File: config.mk
export PLATFORM = sky130hd
export DESIGN_NAME = eq_menu_ctrl
export DESIGN_NICKNAME = d
export VERILOG_FILES = /design/src/rtl/eq_menu_pkg.sv /design/src/rtl/eq_menu_ctrl_sat_step.sv /design/src/rtl/eq_menu_ctrl.sv
export SDC_FILE = /design/constraint.sdc
export NUM_CORES = 1
export LEC_CHECK = 0
export CORE_ASPECT_RATIO = 1.25
export CORE_MARGIN = 4
export CORE_UTILIZATION = 35
export DETAILED_ROUTE_END_ITERATION = 10
export PLACE_DENSITY = 0.58
export SYNTH_ARGS = -nofsm -noshare
export SYNTH_HDL_FRONTEND = slang
export SYNTH_SLANG_ARGS = --single-unit
File: constraint.sdc
create_clock -name i_clk -period 2.7 [get_ports i_clk]
set_input_delay 0.27 -clock i_clk [delete_from_list [all_inputs] [get_ports i_clk]]
set_output_delay 0.27 -clock i_clk [all_outputs]
set_load 0.01 [all_outputs]
File: src/rtl/eq_menu_pkg.sv
//------------------------------------------------------------------------------
// Module      : eq_menu_pkg
// Description : Shared types and defaults for the equalizer menu controller
//               and the seven-segment decoder.
// Revision    : 1.0 - initial release
//------------------------------------------------------------------------------
`default_nettype none

package eq_menu_pkg;

    typedef enum logic [2:0] {
        ST_MENU        = 3'd0,
        ST_BAND_SEL    = 3'd1,
        ST_GAIN_EDIT   = 3'd2,
        ST_OFFSET_EDIT = 3'd3,
        ST_COMMIT      = 3'd4
    } eq_state_e;

    typedef enum logic [2:0] {
        MENU_EQ          = 3'd0,
        MENU_OFFSET      = 3'd1,
        MENU_RESET_GAINS = 3'd2
    } menu_item_e;

    typedef enum logic [2:0] {
        KEY_NONE   = 3'd0,
        KEY_BACK   = 3'd1,
        KEY_SELECT = 3'd2,
        KEY_UP     = 3'd3,
        KEY_DOWN   = 3'd4
    } key_e;

    localparam int c_NUM_BANDS    = 8;
    localparam int c_GAIN_W       = 4;
    localparam int c_GAIN_DEFAULT = 8;
    localparam int c_OFFSET_MAX   = 7;
    localparam int c_ACK_TIMEOUT  = 1024;
    localparam int c_BAND_W       = 3;
    localparam int c_OFFSET_W     = 3;

    // Simultaneous pulses resolve to a single key: back > select > up > down.
    function automatic key_e pick_key(input logic back, input logic sel,
                                      input logic up, input logic down);
        if (back)      return KEY_BACK;
        else if (sel)  return KEY_SELECT;
        else if (up)   return KEY_UP;
        else if (down) return KEY_DOWN;
        else           return KEY_NONE;
    endfunction

endpackage

`default_nettype wire

File: src/rtl/eq_menu_ctrl_sat_step.sv
//------------------------------------------------------------------------------
// Module      : sat_step
// Description : Combinational saturating +/-1 step, bounded to 0..MAX.
// Revision    : 1.0 - initial release
//------------------------------------------------------------------------------
`default_nettype none

module sat_step
    import eq_menu_pkg::*;
#(
    parameter int WIDTH = 4,
    parameter int MAX   = 15
) (
    input  logic [WIDTH-1:0] i_value,
    input  logic             i_inc,
    input  logic             i_dec,
    output logic [WIDTH-1:0] o_value
);

    localparam logic [WIDTH-1:0] c_MAX = WIDTH'(MAX);

    always_comb begin
        o_value = i_value;
        if (i_inc && (i_value < c_MAX)) begin
            o_value = i_value + 1'b1;
        end else if (i_dec && (i_value != '0)) begin
            o_value = i_value - 1'b1;
        end
    end

endmodule

`default_nettype wire

File: src/rtl/eq_menu_ctrl.sv
//------------------------------------------------------------------------------
// Module      : eq_menu_ctrl
// Description : Key-driven menu/parameter controller with req/ack commit of
//               equalizer gains and output offset to the DSP.
// Revision    : 1.0 - initial release
//------------------------------------------------------------------------------
`default_nettype none

module eq_menu_ctrl
    import eq_menu_pkg::*;
#(
    parameter int NUM_BANDS    = c_NUM_BANDS,
    parameter int GAIN_W       = c_GAIN_W,
    parameter int GAIN_DEFAULT = c_GAIN_DEFAULT,
    parameter int OFFSET_MAX   = c_OFFSET_MAX,
    parameter int ACK_TIMEOUT  = c_ACK_TIMEOUT
) (
    input  logic                        i_clk,
    input  logic                        i_rst,
    input  logic                        i_select,
    input  logic                        i_back,
    input  logic                        i_up,
    input  logic                        i_down,
    input  logic                        i_load_ack,
    output logic [2:0]                  o_state,
    output logic [2:0]                  o_menu_state,
    output logic [2:0]                  o_band,
    output logic [NUM_BANDS*GAIN_W-1:0] o_gain,
    output logic [2:0]                  o_offset,
    output logic                        o_load_req,
    output logic                        o_err
);

    localparam int                    c_TIMER_W    = $clog2(ACK_TIMEOUT + 1);
    localparam logic [c_BAND_W-1:0]   c_BAND_LAST  = c_BAND_W'(NUM_BANDS - 1);
    localparam logic [GAIN_W-1:0]     c_GAIN_RST   = GAIN_W'(GAIN_DEFAULT);
    localparam logic [c_TIMER_W-1:0]  c_TIMER_LAST = c_TIMER_W'(ACK_TIMEOUT - 1);

    eq_state_e                r_state, w_state_nxt;
    eq_state_e                r_ret_state, w_ret_nxt;
    menu_item_e               r_menu, w_menu_nxt;
    logic [c_BAND_W-1:0]      r_band, w_band_nxt;
    logic [GAIN_W-1:0]        r_gain [NUM_BANDS];
    logic [GAIN_W-1:0]        w_gain_nxt [NUM_BANDS];
    logic [GAIN_W-1:0]        r_shadow_gain, w_shadow_gain_nxt;
    logic [c_OFFSET_W-1:0]    r_offset, w_offset_nxt;
    logic [c_OFFSET_W-1:0]    r_shadow_offset, w_shadow_offset_nxt;
    logic                     r_load_req, w_load_req_nxt;
    logic                     r_err, w_err_nxt;
    logic [c_TIMER_W-1:0]     r_timer, w_timer_nxt;

    key_e                     w_key;
    logic                     w_inc;
    logic                     w_dec;
    logic [GAIN_W-1:0]        w_gain_step;
    logic [c_OFFSET_W-1:0]    w_offset_step;

    assign w_key = pick_key(i_back, i_select, i_up, i_down);
    assign w_inc = (w_key == KEY_UP);
    assign w_dec = (w_key == KEY_DOWN);

    sat_step #(
        .WIDTH (GAIN_W),
        .MAX   ((1 << GAIN_W) - 1)
    ) u_gain_step (
        .i_value (r_gain[r_band]),
        .i_inc   (w_inc),
        .i_dec   (w_dec),
        .o_value (w_gain_step)
    );

    sat_step #(
        .WIDTH (c_OFFSET_W),
        .MAX   (OFFSET_MAX)
    ) u_offset_step (
        .i_value (r_offset),
        .i_inc   (w_inc),
        .i_dec   (w_dec),
        .o_value (w_offset_step)
    );

    always_ff @(posedge i_clk or posedge i_rst) begin
        if (i_rst) begin
            r_state         <= ST_MENU;
            r_ret_state     <= ST_MENU;
            r_menu          <= MENU_EQ;
            r_band          <= '0;
            for (int b = 0; b < NUM_BANDS; b++) begin
                r_gain[b] <= c_GAIN_RST;
            end
            r_shadow_gain   <= c_GAIN_RST;
            r_offset        <= '0;
            r_shadow_offset <= '0;
            r_load_req      <= 1'b0;
            r_err           <= 1'b0;
            r_timer         <= '0;
        end else begin
            r_state         <= w_state_nxt;
            r_ret_state     <= w_ret_nxt;
            r_menu          <= w_menu_nxt;
            r_band          <= w_band_nxt;
            r_gain          <= w_gain_nxt;
            r_shadow_gain   <= w_shadow_gain_nxt;
            r_offset        <= w_offset_nxt;
            r_shadow_offset <= w_shadow_offset_nxt;
            r_load_req      <= w_load_req_nxt;
            r_err           <= w_err_nxt;
            r_timer         <= w_timer_nxt;
        end
    end

    always_comb begin
        w_state_nxt         = r_state;
        w_ret_nxt           = r_ret_state;
        w_menu_nxt          = r_menu;
        w_band_nxt          = r_band;
        w_gain_nxt          = r_gain;
        w_shadow_gain_nxt   = r_shadow_gain;
        w_offset_nxt        = r_offset;
        w_shadow_offset_nxt = r_shadow_offset;
        w_load_req_nxt      = r_load_req;
        w_err_nxt           = r_err;
        w_timer_nxt         = r_timer;

        case (r_state)
            ST_MENU: begin
                case (w_key)
                    KEY_UP: begin
                        case (r_menu)
                            MENU_EQ:     w_menu_nxt = MENU_OFFSET;
                            MENU_OFFSET: w_menu_nxt = MENU_RESET_GAINS;
                            default:     w_menu_nxt = MENU_EQ;
                        endcase
                    end
                    KEY_DOWN: begin
                        case (r_menu)
                            MENU_EQ:     w_menu_nxt = MENU_RESET_GAINS;
                            MENU_OFFSET: w_menu_nxt = MENU_EQ;
                            default:     w_menu_nxt = MENU_OFFSET;
                        endcase
                    end
                    KEY_SELECT: begin
                        case (r_menu)
                            MENU_EQ: w_state_nxt = ST_BAND_SEL;
                            MENU_OFFSET: begin
                                w_shadow_offset_nxt = r_offset;
                                w_state_nxt         = ST_OFFSET_EDIT;
                            end
                            default: begin
                                for (int b = 0; b < NUM_BANDS; b++) begin
                                    w_gain_nxt[b] = c_GAIN_RST;
                                end
                                w_ret_nxt      = ST_MENU;
                                w_state_nxt    = ST_COMMIT;
                                w_load_req_nxt = 1'b1;
                                w_timer_nxt    = '0;
                            end
                        endcase
                    end
                    default: ;
                endcase
            end

            ST_BAND_SEL: begin
                case (w_key)
                    KEY_BACK: w_state_nxt = ST_MENU;
                    KEY_SELECT: begin
                        w_shadow_gain_nxt = r_gain[r_band];
                        w_state_nxt       = ST_GAIN_EDIT;
                    end
                    KEY_UP:   w_band_nxt = (r_band == c_BAND_LAST) ? '0 : r_band + 1'b1;
                    KEY_DOWN: w_band_nxt = (r_band == '0) ? c_BAND_LAST : r_band - 1'b1;
                    default: ;
                endcase
            end

            ST_GAIN_EDIT: begin
                case (w_key)
                    KEY_BACK: begin
                        w_gain_nxt[r_band] = r_shadow_gain;
                        w_state_nxt        = ST_BAND_SEL;
                    end
                    KEY_SELECT: begin
                        w_ret_nxt      = ST_BAND_SEL;
                        w_state_nxt    = ST_COMMIT;
                        w_load_req_nxt = 1'b1;
                        w_timer_nxt    = '0;
                    end
                    KEY_UP, KEY_DOWN: w_gain_nxt[r_band] = w_gain_step;
                    default: ;
                endcase
            end

            ST_OFFSET_EDIT: begin
                case (w_key)
                    KEY_BACK: begin
                        w_offset_nxt = r_shadow_offset;
                        w_state_nxt  = ST_MENU;
                    end
                    KEY_SELECT: begin
                        w_ret_nxt      = ST_MENU;
                        w_state_nxt    = ST_COMMIT;
                        w_load_req_nxt = 1'b1;
                        w_timer_nxt    = '0;
                    end
                    KEY_UP, KEY_DOWN: w_offset_nxt = w_offset_step;
                    default: ;
                endcase
            end

            ST_COMMIT: begin
                // Ack wins over a timeout landing on the same edge.
                if (i_load_ack) begin
                    w_load_req_nxt = 1'b0;
                    w_err_nxt      = 1'b0;
                    w_timer_nxt    = '0;
                    w_state_nxt    = r_ret_state;
                end else if (r_timer == c_TIMER_LAST) begin
                    w_load_req_nxt = 1'b0;
                    w_err_nxt      = 1'b1;
                    w_timer_nxt    = '0;
                    w_state_nxt    = r_ret_state;
                end else begin
                    w_timer_nxt = r_timer + 1'b1;
                end
            end

            default: w_state_nxt = ST_MENU;
        endcase
    end

    assign o_state      = r_state;
    assign o_menu_state = r_menu;
    assign o_band       = r_band;
    assign o_offset     = r_offset;
    assign o_load_req   = r_load_req;
    assign o_err        = r_err;

    for (genvar b = 0; b < NUM_BANDS; b++) begin : g_gain_pack
        assign o_gain[b*GAIN_W +: GAIN_W] = r_gain[b];
    end

endmodule

`default_nettype wire

# ---- Word level (Yosys, flattened, before mapping)
# Cells that the tools add are included.
dict set report totals {
  out_inout_bits 46
  wordCells 135
  ff_bits 67
  in_bits 7
}
dict set report op_classes {
  reduce_logical 30
  mux 53
  eq_ne 22
  order_cmp 4
  bitwise_logic 1
  add_sub_neg 7
}
# cell n
set ops {}
lappend ops {{$pmux 32 s2} 2}
lappend ops {{$bwmux 32} 2}
lappend ops {{$mux 32} 2}
lappend ops {{$mux 11} 5}
lappend ops {{$mux 3} 15}
lappend ops {{$pmux 3 s2} 7}
lappend ops {{$pmux 11 s3} 1}
lappend ops {{$mux 4} 5}
lappend ops {{$pmux 3 s5} 1}
lappend ops {{$reduce_and 5->1} 3}
lappend ops {{$bmux 4 s3} 1}
lappend ops {{$demux 4 s3} 1}
lappend ops {{$eq 3x2->1 const B} 4}
lappend ops {{$ne 3x3->1 const B} 4}
lappend ops {{$add 11x1->11 const B} 1}
lappend ops {{$eq 11x10->1 const B} 1}
lappend ops {{$eq 3x1->1 const B} 3}
lappend ops {{$eq 3x3->1 const B} 3}
lappend ops {{$logic_not 3->1} 3}
lappend ops {{$pmux 3 s3} 1}
lappend ops {{$reduce_bool 3->1} 3}
lappend ops {{$ne 2x2->1 const B} 4}
lappend ops {{$pmux 2 s2} 2}
lappend ops {{$reduce_and 2->1} 4}
lappend ops {{20 further kinds} 39}

# ---- Longest topological paths before layout
# Gate-level depths: netlist (run 1).
dict set report logic_depth {
  ltp_word 11
  mapped_depth 12
  mapped_depth_nobuf 10
}

# ---- Hierarchy
# A second synthesis (run 1) with hierarchy kept.
dict set report hier_totals {
  hier_cells 360
  area_unflattened_um2 3761.1
}
# module area_each_um2 seq_area_each_um2 n_inst cells_per_inst
set by_module_without_submodules {}
lappend by_module_without_submodules {eq_menu_ctrl 3405.8 1612.8 1 312}
lappend by_module_without_submodules {{sat_step at u_gain_step} 193.9 0.0 1 27}
lappend by_module_without_submodules {{sat_step at u_offset_step} 161.4 0.0 1 21}

# ---- Worst setup path before layout (run 1)
# OpenSTA, ideal clock, no wires.
dict set report synth_timing {
  path_kind {register to register}
  start {reg r_band[0], in the netlist o_band[0]}
  end {reg r_gain (netlist bit o_gain[0])}
  setup_time_ps 136
  n_path_buf 2
  path_stages_with_launch 13
  required_ps 2564
  arrival_time_ps 2747
  period_less_slack_ps 2883
  setup_slack_ps -183
  path_cell_list {dfrtp_1 buf_6 nor3b_1 a22oi_1 and4_1 buf_6 inv_1 ha_1 inv_1 nor4_4 a2111oi_4 a311oi_4 o21ai_2}
}
dict set report synth_between {
  elab_chain_cells 11
  elab_cells_between_ends 21
  cone_classes {2 x add/sub; 3 x order compare; 11 x mux; 1 x bitwise; 4 x reduce/logical}
}
# item line
set synth_lines {}
lappend synth_lines {{start: declaration} eq_menu_ctrl.sv:42} ;# logic [c_BAND_W-1:0] r_band, w_band_nxt;
lappend synth_lines {{start signal: assignment} eq_menu_ctrl.sv:101} ;# r_band <= w_band_nxt;
lappend synth_lines {{$not 3->4 (not written as such) (*)} eq_menu_ctrl.sv:66} ;# .i_value (r_gain[r_band]),
lappend synth_lines {{$bmux 4 s3 (*)} eq_menu_ctrl.sv:66}
lappend synth_lines {{$mux 4 (not written as such) (*) (2 in a row)} eq_menu_ctrl.sv:66}
lappend synth_lines {{net u_gain_step.i_value[0]} eq_menu_ctrl_sat_step.sv:14} ;# input logic [WIDTH-1:0] i_value,
lappend synth_lines {{parallel branches: the longest is 3 deep, another holds $sub 4x1->4} --}
lappend synth_lines {{$mux 4 (*)} eq_menu_ctrl_sat_step.sv:24} ;# if (i_inc && (i_value < c_MAX)) begin
lappend synth_lines {{$bwmux 32 (*)} eq_menu_ctrl.sv:189} ;# KEY_UP, KEY_DOWN: w_gain_nxt[r_band] = w_gain_step;
lappend synth_lines {{$pmux 32 s2 (*)} eq_menu_ctrl.sv:178} ;# case (w_key)
lappend synth_lines {{$pmux 32 s2 (*)} eq_menu_ctrl.sv:125} ;# case (r_state)
lappend synth_lines {{end signal: indexed assignment} eq_menu_ctrl.sv:89} ;# r_gain[b] <= c_GAIN_RST;
lappend synth_lines {{end signal: assignment} eq_menu_ctrl.sv:102} ;# r_gain <= w_gain_nxt;
lappend synth_lines {{end: declaration} eq_menu_ctrl.sv:43} ;# logic [GAIN_W-1:0] r_gain [NUM_BANDS];
# Mark *: on every way through the listed nets, which the timed path passes. The select of a mux whose other input is x is not followed.
# A chain may end at the register's enable or synchronous reset.

# ---- Worst setup path in the final report (run 1)
dict set report layout_timing {
  start {reg r_band[0], in the netlist o_band[0]}
  end {reg r_gain (netlist bit o_gain[21])}
}
dict set report layout_between {
  elab_chain_cells 11
  elab_cells_between_ends 21
  cone_classes {2 x add/sub; 3 x order compare; 11 x mux; 1 x bitwise; 4 x reduce/logical}
}
# item line
set layout_lines {}
lappend layout_lines {{$not 3->4 (not written as such) (*)} {eq_menu_ctrl.sv:66, eq_menu_ctrl.sv:180, eq_menu_ctrl.sv:189}}
lappend layout_lines {{parallel branches: the longest is 8 deep, another holds $sub 4x1->4} --}
lappend layout_lines {{$pmux 32 s2 (*)} eq_menu_ctrl.sv:178}
lappend layout_lines {{$pmux 32 s2 (*)} eq_menu_ctrl.sv:125}
# Mark *: on every way between the ends. The select of a mux whose other input is x is not followed.

==> run metrics, run 1 <==
Mapped Cells 403; Pleak 2.43 nW; asr flop ratio synth 100%; I/O pins 53; CP Capture Type flip-flop; slowest cell on the critical path dfrtp_2; vias in the first global route 3,774; mapped cell area 0.00386 mm2; crit path DAT 2.83 ns; Flop pwr share 27.7%; final setup fails 0; startpoint types flip-flop; hold crit path type in2async; Post-Syn Nets 418; crit path buf inv count 6; Pwr Density 919 mW/mm2; full die area 0.0128 mm2; Yosys top cell by area dfrtp_1; Filler cells 1,008; Port Buffers 51; final hold slack 0.327 ns; clock tree buffer depth 2; cell mode on critical path buf_4; CTS buffer count 9; Final ANT Viol Nets 0; area of the multi-input gates 0.00223 mm2; clock latency on the worst-skew pair 0.33 ns; switching pwr 1.90 mW; Ys Warns 0; DR WL/cell 17.9 um; fmax 381 MHz; total congestion overflow 0; CTS root buf clkbuf_16; first-pass detailed-route iteration total 6; sequential-to-total area share from yosys stat 41.7%; Reg2Reg Launch Point o_band[0]; synthesis-stage register bit count 64; Max-slew headroom 49.1%; layout cells sized above 1 31.9%; Seq. cell area 0.00162 mm2; top post-synthesis cells by count dfrtp_1 (55), nand2_1 (50), o21ai_0 (33); TritonCTS sink count 64; Cell Chain, Critical Path buf_12, buf_6, and2b_1, buf_4, a22oi_2, buf_4, nand2_4, buf_4, nor3_4, mux2i_2, o31ai_4, buf_6, o21ai_1; crit-path max FO 6; share of Yosys cell area claimed by the top area cell type 35.6%; First DRT Iteration DRCs 230; row cnt 42; initial antenna violation count 0; TritonCTS clock tree done; Setup CP Type reg2reg; maxcap violations 0; Power, Total 5.21 mW; Finished Layout Cells 675; Post-DP Area 0.00500 mm2; top-count cell post-synth dfrtp_1; max incr delay on CP 0.44 ns; Core ar. 0.0107 mm2; Worst R2R End o_gain[21]; Tightest Pin Transition 0.762 ns; R2R depth 13; Placer Congestion 0.850; Routed WL 12,100 um; Critical Path RT 2.91 ns; fin nets 553; outcome complete, no violations; Mean Syn Cell Area 9.59 um2; CTS hold repair buffers 0; Die X 102 um; H-tree depth 3; Period minus WS final 2.63 ns; internal power 3.31 mW; fin crit share 97.3%; pin count of the biggest net entering global routing 39; clock power share 24.8%; setup tns final 0 ns; Crit. Startpoint o_band[0]; CTS clk-pin slew, worst paths 0.06 ns; area delta synth->final 46.6%; delay-heaviest family, CP buffers and inverters; hpwl dp 8570 um; Cells after DPL 635; cell area after layout 0.00566 mm2; initial core utilization 36.1%; ys flop type dfrtp_1; Fin Clk Skew 0.00874 ns; vias per cell 5.57; unique cell type count in the Yosys netlist 74; Diodes inserted 0; maximum vdd drop 0.000463 V; Die Ht 125 um; Final Hold Fails 0; DRC Markers 0; top cells by area, synth dfrtp_1 (36%), dfstp_2 (6.1%), nand2_1 (4.9%); Post-synth EDFFs 0; Combinational Power Share 47.5%; vias 3,757; first-pass GRT wire length 19,300 um; gr usage total 19.0%; FF-to-FF setup slack 0.07 ns; Slew Viols, Final 0; RSZ-0062 raised after global routing yes; Net Sw Frac 36.4%
stage by stage:
stage / util (%) / setup slack (ns)
finish: 52.8 / 0.0723
global route: 52.8 / -0.0293
CTS: 51.1 / 0.00546
detailed placement: 46.7 / -0.291
global placement: 46.7 / -0.210
floorplan: - / 0.0250
flip-flops by register name, indices dropped and copies added (netlist names):
name	count
o_load_req	1
o_offset	3
r_timer	11
r_shadow_offset	3
r_ret_state	1
o_err	1
o_gain	32
r_shadow_gain	4
o_band	3
o_state	3
o_menu_state	2
cells in the final DEF, fill, tap and decap left out, drive strengths merged, types with 7 or more instances in the layout:
cell	n
a21oi	9
a22o	8
a22oi	16
a31oi	17
buf	89
clkbuf	10
clkdlybuf4s50	51
dfrtp	55
dfstp	9
ha	7
inv	17
mux2i	9
nand2	51
nand3	12
nor2	22
o21ai	53
o22ai	8
how the worst max path moves through the flow:
stage / endpoint / slack (ns) / cells past startpoint
floorplan: o_gain[0] / 0.02 / 12
global placement: o_gain[22] / -0.21 / 12
detailed placement: o_gain[25] / -0.29 / 13
CTS: o_gain[12] / 0.005 / 12
global route: o_gain[23] / -0.03 / 11
finish: o_gain[21] / 0.07 / 13
per-layer routing:
layer	share of wire, %	global-route usage, %	wire (um)
met2	51	31.9	6120
met3	5.5	3.40	668
met1	40	23.5	4870
met4	3.3	8.34	397
met5	0	0	0
cell type report:
cell class | count | share of cell area [%]
multi-input cells | 305 | 39.3
flip-flops and latches | 64 | 28.5
repair buffers | 140 | 22.1
clock buffers | 10 | 4.22
well taps | 132 | 2.92
clock inverters | 6 | 1.63
inverters | 18 | 1.28
what timing repair did:
action,4_1_cts,5_1_grt
buffers inserted,13,12
pin swaps,9,11
setup endpoints to repair,31,31
gates resized for setup,15,20
cell families after synthesis:
logic type      after synthesis  share of synthesized area, %
other cells                   1                        0.0970
compound gates              132                          24.2
simple gates                142                          21.0
mux                          15                          4.08
xor+xnor                      7                          1.78
flops                        64                          41.7
buf+inv                      34                          4.24
fa+ha+maj                     8                          2.78
power by group through the flow:
stage / registers, mW / clock network [mW] / logic (mW)
6_report: 1.44 / 1.29 / 2.47
5_1_grt: 1.48 / 1.35 / 2.67
4_1_cts: 1.46 / 1.31 / 2.25
3_5_place_dp: 1.50 / 0 / 2.04
3_3_place_gp: 1.49 / 0 / 2.01
2_1_floorplan: 1.48 / 0 / 1.10
Note: power is estimated with default switching activity, not from simulation.
==> run 2, diff against run 1 <==
--- a/config.mk
+++ b/config.mk
@@ -7,9 +7,9 @@
 export LEC_CHECK = 0
 export CORE_ASPECT_RATIO = 1.25
 export CORE_MARGIN = 4
-export CORE_UTILIZATION = 35
+export CORE_UTILIZATION = 50
 export DETAILED_ROUTE_END_ITERATION = 10
-export PLACE_DENSITY = 0.58
+export PLACE_DENSITY = 0.78
 export SYNTH_ARGS = -nofsm -noshare
 export SYNTH_HDL_FRONTEND = slang
 export SYNTH_SLANG_ARGS = --single-unit
==> run metrics, run 2 (synthesized netlist as in run 1, its figures left out) <==
Pleak 2.26 nW (-7.0%); DR WL/cell 18.3 um (+2.4%); area of the multi-input gates 0.00220 mm2 (-1.2%); H-tree depth 3 (unchanged); CP Capture Type flip-flop; full die area 0.00921 mm2 (-28%); Post-DP Area 0.00487 mm2 (-2.7%); switching pwr 1.77 mW (-6.5%); gr usage total 25.1% (+6.1 points); Slew Viols, Final 0 (unchanged); row cnt 35 (-17%); hold crit path type in2async; fmax 376 MHz (-1.3%); pin count of the biggest net entering global routing 44 (+13%); Setup CP Type reg2reg; Flop pwr share 32.4% (+4.7 points); setup tns final 0 ns (unchanged); first-pass GRT wire length 18,200 um (-5.5%); Crit. Startpoint o_band[0]; maxcap violations 0 (unchanged); Worst Setup EP o_gain[23]; internal power 2.81 mW (-15%); max FFs per register 32 (unchanged); First DRT Iteration DRCs 239 (+3.9%); crit-path max FO 8 (+2); vias per cell 6.03 (+8.4%); CTS root buf clkbuf_8; DRC Markers 0 (unchanged); CTS hold repair buffers 0 (unchanged); Final ANT Viol Nets 0 (unchanged); max incr delay on CP 0.43 ns (about the same); initial antenna violation count 0 (unchanged); Filler cells 571 (-43%); clock power share 20.7% (-4.1 points); Combinational Power Share 47.0% (-0.5 points); clock latency on the worst-skew pair 0.34 ns (about the same); Die Ht 106 um (-15%); first-pass detailed-route iteration total 5 (-1); worst setup margin 0.0386 ns (-0.0336 ns); Tightest Pin Transition 0.556 ns (-0.206 ns); Max-slew headroom 62.6% (+13 points); Routed WL 11,200 um (-7.5%); Power, Total 4.58 mW (-12%); FF-to-FF setup slack 0.04 ns (-0.03 ns); initial core utilization 51.9% (+16 points); maximum vdd drop 0.000777 V (+68%); vias 3,681 (-2.0%); Net Sw Frac 38.7% (+2.3 points); I/O pins 53 (unchanged); Cell Chain, Critical Path buf_12, buf_4, and2b_1, a31oi_2, and3_4, inv_2, buf_4, a2111oi_2, mux2i_1, xnor2_2, buf_4, a31oi_1; dpl ws -0.193 ns (+0.0984 ns); clock tree buffer depth 2 (unchanged); area delta synth->final 36.9%; Seq. cell area 0.00162 mm2 (about the same); startpoint types flip-flop; final hold slack 0.263 ns (-0.0634 ns); most frequent cells in the layout buf_4 (56), dfrtp_1 (53), clkdlybuf4s50_1 (51); Critical Path RT 2.95 ns (+0.04 ns); Final Hold Fails 0 (unchanged); TritonCTS sink count 64 (unchanged); vias in the first global route 3,648 (-3.3%); hpwl dp 8110 um (-5.4%); Diodes inserted 0 (unchanged); M1 GR Usage 30.8% (+7.3 points); routing usage on met3 3.49% (+0.090 points); GR peak layer met2; Fin Clk Skew 0.0122 ns (+0.00343 ns); Placer Congestion 0.974 (+15%); Die X 86.6 um (-15%); Period minus WS final 2.66 ns (+0.0336 ns); layout cells sized above 1 28.0% (-3.9 points); outcome complete, no violations; fin crit share 98.6% (+1.2 points); Reg2Reg Launch Point o_band[0]; total congestion overflow 0 (unchanged); CTS buffer count 9 (unchanged); Port Buffers 51 (unchanged); fin nets 528 (-4.5%); commonest non-fill, non-tap cell in the layout buf_4; Core ar. 0.00744 mm2 (-31%); CTS clk-pin slew, worst paths 0.08 ns (+0.02 ns); crit path DAT 2.91 ns (+0.08 ns); GR Layer Usage met2 42.1% (+10 points); cell area after layout 0.00529 mm2 (-6.6%); slowest cell on the critical path dfrtp_2; Worst R2R End o_gain[23]; Pwr Density 867 mW/mm2 (-5.7%); cell mode on critical path buf_4; final setup fails 0 (unchanged); TritonCTS clock tree done; R2R depth 12 (-1)
-- run 2: cell count changes in the layout (fill, tap and decap cells not counted), moves of 2 or more --
| cell | before | now |
|---|---|---|
| clkbuf_8 | 1 | 10 |
| buf_6 | 4 | 2 |
| clkbuf_16 | 9 | 0 |
| buf_4 | 78 | 56 |
-- run 2: layer usage --
metal | vias to the layer above | share of wire (%)
met5 | - | 0
met4 | 0 | 3.5
met3 | 33 | 5.1
met2 | 148 | 50
met1 | 1797 | 41
li1 | 1703 | -
-- run 2: worst min-delay path by stage --
stage,endpoint,cells past startpoint
after CTS,r_timer[6],2
after global placement,r_shadow_gain[1],2
after floorplan,o_err,1
after global routing,r_timer[6],2
after detailed placement,r_shadow_gain[1],2
final,r_timer[4],2
-- run 2: cell type report --
type                       count  area share, %
inverter                      18           1.32
clock buffer                  10           2.60
tap                           92           2.18
clock inverter                 6           1.75
multi-input combinational    305           41.6
sequential                    64           30.5
timing repair buffer         115           20.0
-- run 2: power by group through the flow --
stage	Clock, mW	Combinational, mW	Sequential (mW)
finish	0.949	2.15	1.48
global route	1.01	2.31	1.51
CTS	0.965	2.06	1.47
detailed placement	0	1.93	1.51
global placement	0	1.88	1.51
floorplan	0	1.10	1.48
-- run 2: repair_timing --
item                                    in CTS  in global routing
endpoints found under the hold margin        0                  0
gates resized for setup                     10                 18
setup buffers                                7                  3
endpoints found under the setup margin      31                 31
pin swaps                                    2                  8
-- run 2: stage by stage --
step	utilization, %	cells
after global placement	65.4	584
after detailed placement	65.4	584
after floorplan	-	403
after CTS	69.9	607
after global routing	71.1	610
final	71.1	610
-- run 2: critical path, delay by kind of cell (launching register included) --
| family | cells | cell delay [ns] |
|---|---|---|
| compound gates | 3 | 0.70 |
| xor+xnor | 1 | 0.16 |
| buf+inv | 5 | 0.66 |
| flops | 1 | 0.43 |
| mux | 1 | 0.17 |
| simple gates | 2 | 0.43 |
